File: src/rtl/nv_nvdla_sdp_wdma_dat_pack.sv
// SDP write-DMA data packer: merges per-lane atom streams round-robin behind a
// command packet, or drops them in flying mode, and signals layer completion.
module nv_nvdla_sdp_wdma_dat_pack #(
  parameter int AM_DW    = 256,
  parameter int NUM_LANE = 4,
  parameter int ADDR_W   = 64,
  parameter int SIZE_W   = 13
) (
  input  logic                         nvdla_core_clk,
  input  logic                         nvdla_core_rstn,
  input  logic                         op_load,
  input  logic                         reg2dp_output_dst,
  input  logic                         reg2dp_interrupt_ptr,
  input  logic                         cmd_pvld,
  output logic                         cmd_prdy,
  input  logic [ADDR_W+SIZE_W:0]       cmd_pd,
  input  logic [NUM_LANE-1:0]          lane_pvld,
  output logic [NUM_LANE-1:0]          lane_prdy,
  input  logic [NUM_LANE*AM_DW-1:0]    lane_pd,
  output logic                         dma_wr_req_vld,
  input  logic                         dma_wr_req_rdy,
  output logic [AM_DW:0]               dma_wr_req_pd,
  output logic                         dp2reg_done,
  output logic                         intr_req_pvld,
  output logic                         intr_req_ptr,
  output logic [31:0]                  dp2reg_beat_cnt
);

  localparam int CMD_W = ADDR_W + SIZE_W + 1;
  localparam int LW    = (NUM_LANE > 1) ? $clog2(NUM_LANE) : 1;

  localparam logic [1:0] ST_IDLE = 2'd0;
  localparam logic [1:0] ST_CMD  = 2'd1;
  localparam logic [1:0] ST_DATA = 2'd2;

  // Every interface is valid/ready: a transfer happens on a rising clock edge
  // where both are high; a producer holds valid and payload until accepted.

  logic [1:0]        state;
  logic              rst_done;
  logic [CMD_W-1:0]  cmd_q;
  logic              dst_q;
  logic [SIZE_W-1:0] beat_left;
  logic [LW-1:0]     lane_ptr;
  logic              out_vld;
  logic              out_last;
  logic [AM_DW:0]    out_pd;
  logic [31:0]       beat_cnt;
  logic              ptr_q;
  logic              intr_ptr_q;
  logic              done_q;

  logic              out_free;
  logic              cmd_acc;
  logic              lane_rdy;
  logic              lane_cur_vld;
  logic              lane_acc;
  logic              load_cmd;
  logic              load_dat;
  logic              beat_last;
  logic              done_point;
  logic [AM_DW-1:0]  lane_sel;
  logic [AM_DW-1:0]  cmd_word;

  // rst_done keeps cmd_prdy low while reset is held so every output reads 0.
  assign cmd_prdy   = rst_done && (state == ST_IDLE);
  assign out_free   = !out_vld || dma_wr_req_rdy;
  assign cmd_acc    = cmd_pvld && cmd_prdy;
  assign lane_rdy   = (state == ST_DATA) && (dst_q || out_free);
  assign lane_acc   = lane_rdy && lane_cur_vld;
  assign load_cmd   = (state == ST_CMD) && out_free;
  assign load_dat   = lane_acc && !dst_q;
  assign beat_last  = (beat_left == '0);
  assign done_point = (dst_q && lane_acc && beat_last && cmd_q[CMD_W-1]) ||
                      (out_vld && dma_wr_req_rdy && out_last);

  always_comb begin
    lane_sel     = '0;
    lane_cur_vld = 1'b0;
    lane_prdy    = '0;
    for (int i = 0; i < NUM_LANE; i++) begin
      if (lane_ptr == LW'(i)) begin
        lane_sel     = lane_pd[i*AM_DW +: AM_DW];
        lane_cur_vld = lane_pvld[i];
        lane_prdy[i] = lane_rdy;
      end
    end
  end

  always_comb begin
    cmd_word = '0;
    cmd_word[CMD_W-1:0] = cmd_q;
  end

  always_ff @(posedge nvdla_core_clk or negedge nvdla_core_rstn) begin
    if (!nvdla_core_rstn) begin
      state     <= ST_IDLE;
      rst_done  <= 1'b0;
      cmd_q     <= '0;
      dst_q     <= 1'b0;
      beat_left <= '0;
      lane_ptr  <= '0;
    end else begin
      rst_done <= 1'b1;
      case (state)
        ST_IDLE: begin
          if (cmd_acc) begin
            cmd_q     <= cmd_pd;
            dst_q     <= reg2dp_output_dst;
            beat_left <= cmd_pd[ADDR_W +: SIZE_W];
            lane_ptr  <= '0;
            state     <= reg2dp_output_dst ? ST_DATA : ST_CMD;
          end
        end
        ST_CMD: begin
          if (load_cmd) state <= ST_DATA;
        end
        ST_DATA: begin
          if (lane_acc) begin
            lane_ptr <= (lane_ptr == LW'(NUM_LANE - 1)) ? '0 : lane_ptr + 1'b1;
            if (beat_last) state <= ST_IDLE;
            else           beat_left <= beat_left - 1'b1;
          end
        end
        default: state <= ST_IDLE;
      endcase
    end
  end

  // Single-entry output register; a load may replace an entry leaving this cycle.
  always_ff @(posedge nvdla_core_clk or negedge nvdla_core_rstn) begin
    if (!nvdla_core_rstn) begin
      out_vld  <= 1'b0;
      out_last <= 1'b0;
      out_pd   <= '0;
    end else if (load_cmd) begin
      out_vld  <= 1'b1;
      out_last <= 1'b0;
      out_pd   <= {1'b0, cmd_word};
    end else if (load_dat) begin
      out_vld  <= 1'b1;
      out_last <= beat_last && cmd_q[CMD_W-1];
      out_pd   <= {1'b1, lane_sel};
    end else if (dma_wr_req_rdy) begin
      out_vld  <= 1'b0;
    end
  end

  always_ff @(posedge nvdla_core_clk or negedge nvdla_core_rstn) begin
    if (!nvdla_core_rstn) begin
      beat_cnt   <= '0;
      ptr_q      <= 1'b0;
      intr_ptr_q <= 1'b0;
      done_q     <= 1'b0;
    end else begin
      if (op_load) begin
        beat_cnt <= lane_acc ? 32'd1 : 32'd0;
        ptr_q    <= reg2dp_interrupt_ptr;
      end else if (lane_acc && (beat_cnt != 32'hFFFF_FFFF)) begin
        beat_cnt <= beat_cnt + 32'd1;
      end
      done_q <= done_point;
      if (done_point) intr_ptr_q <= ptr_q;
    end
  end

  assign dma_wr_req_vld  = out_vld;
  assign dma_wr_req_pd   = out_pd;
  assign dp2reg_done     = done_q;
  assign intr_req_pvld   = done_q;
  assign intr_req_ptr    = intr_ptr_q;
  assign dp2reg_beat_cnt = beat_cnt;

endmodule

File: config.mk
export PLATFORM = sky130hd
export DESIGN_NAME = nv_nvdla_sdp_wdma_dat_pack
export DESIGN_NICKNAME = d
export VERILOG_FILES = /design/src/rtl/nv_nvdla_sdp_wdma_dat_pack.sv
export SDC_FILE = /design/constraint.sdc
export NUM_CORES = 1
export LEC_CHECK = 0
export ABC_AREA = 1
export ABC_CLOCK_PERIOD_IN_PS = 2470
export CAP_MARGIN = 20
export CORE_AREA = 2 2 548 550
export CTS_BUF_LIST = sky130_fd_sc_hd__clkbuf_4 sky130_fd_sc_hd__clkbuf_8
export CTS_CLUSTER_SIZE = 20
export DETAILED_ROUTE_END_ITERATION = 12
export DIE_AREA = 0 0 550 552
export PLACE_DENSITY = 0.3
export RECOVER_POWER = 50
export SKIP_CTS_REPAIR_TIMING = 1
export SYNTH_ARGS = -nofsm -noshare
export SYNTH_HDL_FRONTEND = slang
export SYNTH_SLANG_ARGS = --single-unit
File: constraint.sdc
create_clock -name nvdla_core_clk -period 2.47 [get_ports nvdla_core_clk]
set_input_delay 0.741 -clock nvdla_core_clk [delete_from_list [all_inputs] [get_ports nvdla_core_clk]]
set_output_delay 0.741 -clock nvdla_core_clk [all_outputs]
set_load 0.01 [all_outputs]
# [Word-level counts from Yosys, hierarchy flattened]
# Index checks and enable logic that the tools add are counted.
[op_classes] n_addsub=3 n_mux=36 n_div=0 shifts=0 mul=0 bitwise=0 order_cmp=0 n_eq_ne=11 n_reduce_logical=29
[ops] op="256-bit 2-to-1 mux" count=4
[ops] op="257-bit 2-to-1 mux" count=2
[ops] op="32-bit 2-to-1 mux" count=2
[ops] op="13-bit 2-to-1 mux" count=3
[ops] op="32-bit by 1-bit adder with 32-bit output (second input constant)" count=1
[ops] op="32-bit inequality test (second input constant)" count=1
[ops] op="13-bit one-hot mux with 2 select lines" count=1
[ops] op="2-bit 2-to-1 mux" count=8
[ops] op="1-bit 2-to-1 mux" count=14
[ops] op="1-bit logical AND" count=13
[ops] op="13-bit logical NOT" count=1
[ops] op="13-bit by 1-bit subtractor with 13-bit output (second input constant)" count=1
[ops] op="2-bit inequality test (second input constant)" count=5
[ops] op="4-bit AND reduction" count=2
[ops] op="2-bit equality test (second input constant)" count=3
[ops] op="2-bit one-hot mux with 3 select lines" count=1
[ops] op="2-bit nonzero test" count=3
[ops] op="2-bit by 1-bit equality test with 1-bit output (second input constant)" count=2
[ops] op="2-bit logical NOT" count=2
[ops] op="2-bit one-hot mux with 2 select lines" count=1
[ops] op="1-bit logical OR" count=3
[ops] op="3-bit AND reduction" count=1
[ops] op="3-bit nonzero test" count=1
[ops] op="2-bit by 1-bit adder with 2-bit output (second input constant)" count=1
[ops] op="2 further kinds" count=3
[word_totals] latch_bits=0 out_inout_bits=298 mem_bits_rw=0 wordCells=92 n_memories=0 romBits=0 regBits=391

# [Logic depth before layout (Yosys ltp)]
[logic_depth] word_depth=10 ltp_mapped=14

# [Worst setup path before layout]
# No wires, ideal clock.
[synth_path] path_type="register -> output" from="register lane_ptr[0]" to="output port lane_prdy[2]" stages_incl_launch_ff=10 t_required_ps=1729 arrival_ps=1611 n_path_buf=5 setup_slack_ps=118 cell_sequence="dfrtp_1 -> inv_1 -> ha_1 -> buf_2 -> inv_2 -> buf_4 -> buf_4 -> buf_2 -> buf_2 -> nor2_1"
[synth_via] elab_chain_len=2
[synth_rtl] element="start: declaration" line_no="44" source="logic [LW-1:0] lane_ptr;"
[synth_rtl] element="start signal: assignment" line_no="120" source="lane_ptr <= (lane_ptr == LW'(NUM_LANE - 1)) ? '0 : lane_ptr + 1'b1;"
[synth_rtl] element="2-bit equality test" line_no="82" source="if (lane_ptr == LW'(i)) begin"
[synth_rtl] element="1-bit 2-to-1 mux" line_no="82"
[synth_rtl] element="end: declaration" line_no="18" source="output logic [NUM_LANE-1:0] lane_prdy,"
# No other way between the ends.

# [Final worst setup path]
[layout_path] from="register lane_ptr[1]" to="register out_pd[68], in the netlist dma_wr_req_pd[68]"
[layout_via] elab_chain_len=8 word_cells_on_any_way=17 cone_classes="eq/ne (3); mux (10); reduce/logical (4)"
[layout_rtl] element="2-bit logical NOT" line_no="82"
[layout_rtl] element="1-bit 2-to-1 mux (4 in a row)" line_no="82"
[layout_rtl] element="1-bit logical AND" line_no="70" source="assign lane_acc = lane_rdy && lane_cur_vld;"
[layout_rtl] element="1-bit logical AND" line_no="72" source="assign load_dat = lane_acc && !dst_q;"
[layout_rtl] element="2-bit nonzero test (no line)"
[layout_rtl] element="end signal: assignment" line_no="139" source="out_pd <= {1'b0, cmd_word};"
[layout_rtl] element="end signal: assignment" line_no="143" source="out_pd <= {1'b1, lane_sel};"
[layout_rtl] element="end: declaration" line_no="47" source="logic [AM_DW:0] out_pd;"
# Parallel ways exist; a longest one is shown, timed or not. The select of a mux whose other input is x is not followed.
# A chain may end at the register's enable or synchronous reset.

==> metrics.md <==
| Metric | Value |
|---|---|
| Internal power | `28.2 mW` |
| Final Util | `0.167` |
| Initial antenna violation count | `200` |
| Initial Utilization | `0.0854` |
| Fin. Hold Viols | `0` |
| Worst-skew pair later-pin latency | `850 ps` |
| Mapped Cells | `slightly below 4000` |
| Post-route ant nets | `0` |
| Seq. cell area | `9820 sq um` |
| Synthesized Nets | `5079` |
| Max FO, Critical Path | `19` |
| GRT Total Usage | `0.152` |
| Seq cells post-synth | `391` |
| Setup TNS | `-27100 ps` |
| Nets | `6656` |
| Ys Warns | `0` |
| Fin area | `around 50000 sq um` |
| Total routed wirelength | `roughly 240000 um` |
| Rel. slew slack | `0.246` |
| Die Height | `552 um` |
| Sw Ratio | `0.481` |
| Share of cells above drive strength 1 | `0.147` |
| Max Fclk | `375 MHz` |
| Violated checks | `setup timing` |
| Ratio of final minimum period to clock period | `1.08` |
| Slew @ Worst Pin | `about 1100 ps` |
| Multi-input gate area in the final layout | `approximately 14000 sq um` |
| Minimum clock period after layout | `2670 ps` |
| CTS Buf Count | `93` |
| Crit path DAT | `3360 ps` |
| Comb pwr share | `0.632` |
| Critical-path cell list | `buf_6 > ha_4 > buf_4 > clkbuf_4 > a21oi_1 > buf_4 > nand2_1 > nand2_2 > nor2_4 > buf_12 > buf_4 > a21oi_1 > nand2_1` |
| Placement Rows | `201` |
| Simple-Gate Fraction of Synth Area | `0.441` |
| Clk slew on worst S/H paths | `~60 ps` |
| CTS tree | `built` |
| Remaining global-route overflow | `0` |
| Most frequent cells in the layout | `nand2_1 (2114), clkdlybuf4s50_1 (1111), dfrtp_1 (360), dlymetal6s2s_1 (240), buf_4 (232)` |
| Root Buffer Master | `clkbuf_8` |
| Max cap viols | `0` |
| RSZ-0062 raised after global routing | `true` |
| Sw Pwr | `~26 mW` |
| Number of global-route vias before repair | `33700` |
| Compound-Gate Fraction of Synth Area | `0.104` |
| Crit Path Class | `reg -> reg` |
| P_leak | `25.8 nW` |
| Global-route wire length before repair | `313000 um` |
| Number of synthesized flops with an enable pin | `0` |
| CP max stage delay | `~400 ps` |
| CTS H-tree depth | `3` |
| Slowest CP cell | `dfrtp_1` |
| Core box area | `298000 sq um` |
| Setup WS post-layout | `-197 ps` |
| 1st-pass router iterations | `5` |
| Setup crit start kind | `flop` |
| Synth Area per Inst | `~6.4 sq um` |
| DP Wirelength | `~210000 um` |
| Skew final | `roughly 93 ps` |
| Mux cell area share after synthesis | `0` |
| Adder-Cell Fraction of Synth Area | `0.00344` |
| Status | `finished with violations` |
| CP most frequent cell | `buf_4` |
| Post-Syn Area | `25500 sq um` |
| Critical path required time | `3160 ps` |
| Flop pwr share | `0.202` |
| Seq/Total Area, Yosys | `0.384` |
| Hold Crit Class | `in -> reg` |
| Largest net degree at the start of global routing | `94` |
| Power Dens Cells | `1090 nW/um^2` |
| Combinational family with the most area after synthesis | `simple AND/OR/NAND/NOR gates` |
| Clock Tree Buf Depth | `3` |
| DR iter-0 viols | `between 1500 and 2000` |
| Clk network pwr share | `0.166` |
| Final Max Slew Viols | `0` |
| RD Place Congestion | `between 0.9 and 1` |
| Most used DFF post-synth | `dfrtp_1` |
| Count of cell types in the netlist | `32` |
| Vias | `33800` |
| Ports | `~1400` |
| Most common cell after layout, fill and taps aside | `nand2_1` |
| Die area | `304000 sq um` |
| Synth-to-layout area growth | `95.5%` |
| Fill cells | `approximately 34000` |
| DRC | `0` |
| Hold_ws | `between 400 and 500 ps` |
| Wirelength per Cell | `25.5 um` |
| Final setup fails | `274` |
| I/O Buffers | `1410` |
| Setup crit end kind | `flop` |
| Via density | `3.52` |
| Placed Area | `about 46000 sq um` |
| Die width | `about 550 um` |
| # clock sinks | `391` |
| Xor and xnor area share after synthesis | `0.00585` |
| Peak VDD IR | `0.000435 V` |
| Asr flop ratio synth | `1.00` |
registers in the layout (all words and copies together) (netlist names):
signal           count
lane_ptr             2
dma_wr_req_pd      257
intr_req_ptr         1
beat_left           13
rst_done             1
dp2reg_beat_cnt     32
dst_q                1
out_last             1
dma_wr_req_vld       1
state                2
cmd_q               78
ptr_q                1
dp2reg_done          1
logic make-up after synthesis:
group	after synthesis
other	1
flip-flops	391
AND/OR/NAND/NOR	2760
XOR/XNOR	17
adder cells (fa/ha/maj)	7
AO/OA/AOI/OAI	427
buffers and inverters	356
critical path: cells and delay by family, from the launching register on:
family / cells / cell delay [ps]
compound gates: 2 / 610
fa+ha+maj: 1 / 170
buf+inv: 6 / 1020
flops: 1 / 400
simple gates: 4 / 310
path summary, 6_finish.rpt:
path	slack, ps	endpoint	from	cells after the start
worst max-delay path	-200	dma_wr_req_pd[68]	lane_ptr[1]	13
min in group asynchronous	580	dma_wr_req_pd[17]	nvdla_core_rstn	2
worst max register to register	-200	dma_wr_req_pd[68]	lane_ptr[1]	13
worst min-delay path	450	cmd_q[30]	cmd_pd[30]	3
worst min register to register	460	dma_wr_req_pd[203]	dma_wr_req_pd[203]	2
max in group asynchronous	130	dma_wr_req_pd[143]	nvdla_core_rstn	4
through the flow:
| step | setup slack (ps) | power, mW | std cells |
|---|---|---|---|
| CTS | -1010 | 54.5 | 9514 |
| detailed placement | -678 | 44.9 | 9347 |
| floorplan | 118 | 24.8 | 3959 |
| global route | -289 | 58.6 | 9583 |
| finish | -197 | 54.3 | 9618 |
| global placement | -731 | 44.9 | 9347 |
cells in the mapped netlist, drive strengths merged (18+ instances only):
master  number  area share
nand2     2130        0.31
dfrtp      391        0.38
nand3      217       0.043
nor2       202       0.031
or2        192       0.047
a22oi      177       0.052
clkbuf     141       0.021
buf        129       0.028
a21oi      121       0.024
o21ai      101       0.020
inv         86       0.013
o211ai      26      0.0077
nand4       18      0.0044
per-layer routing:
metal | vias to the layer above | track usage | wire length [um]
li1 | 15800 | - | -
met2 | 1490 | 0.255 | 114000
met1 | 16000 | 0.176 | 97600
met5 | - | 0 | 682
met3 | 428 | 0.0674 | 26600
met4 | 102 | 0.0355 | 6470
final cells by class:
cell class              instances  area share
multi-input cells            3212       0.290
flip-flops and latches        391       0.197
inverters                      86     0.00721
well taps                    3958      0.0995
clock buffers                 150      0.0382
diodes                         52     0.00261
repair buffers               1752       0.361
clock inverters                17     0.00440
power by group through the flow:
stage	logic, mW	clock network (mW)	registers, mW
2_1_floorplan	13.2	0	11.6
4_1_cts	33.9	9.52	11.1
3_3_place_gp	33.8	0	11.2
5_1_grt	37.5	9.71	11.3
6_report	34.3	9.03	11.0
3_5_place_dp	33.7	0	11.2
Power figures use the tool's default switching activity.
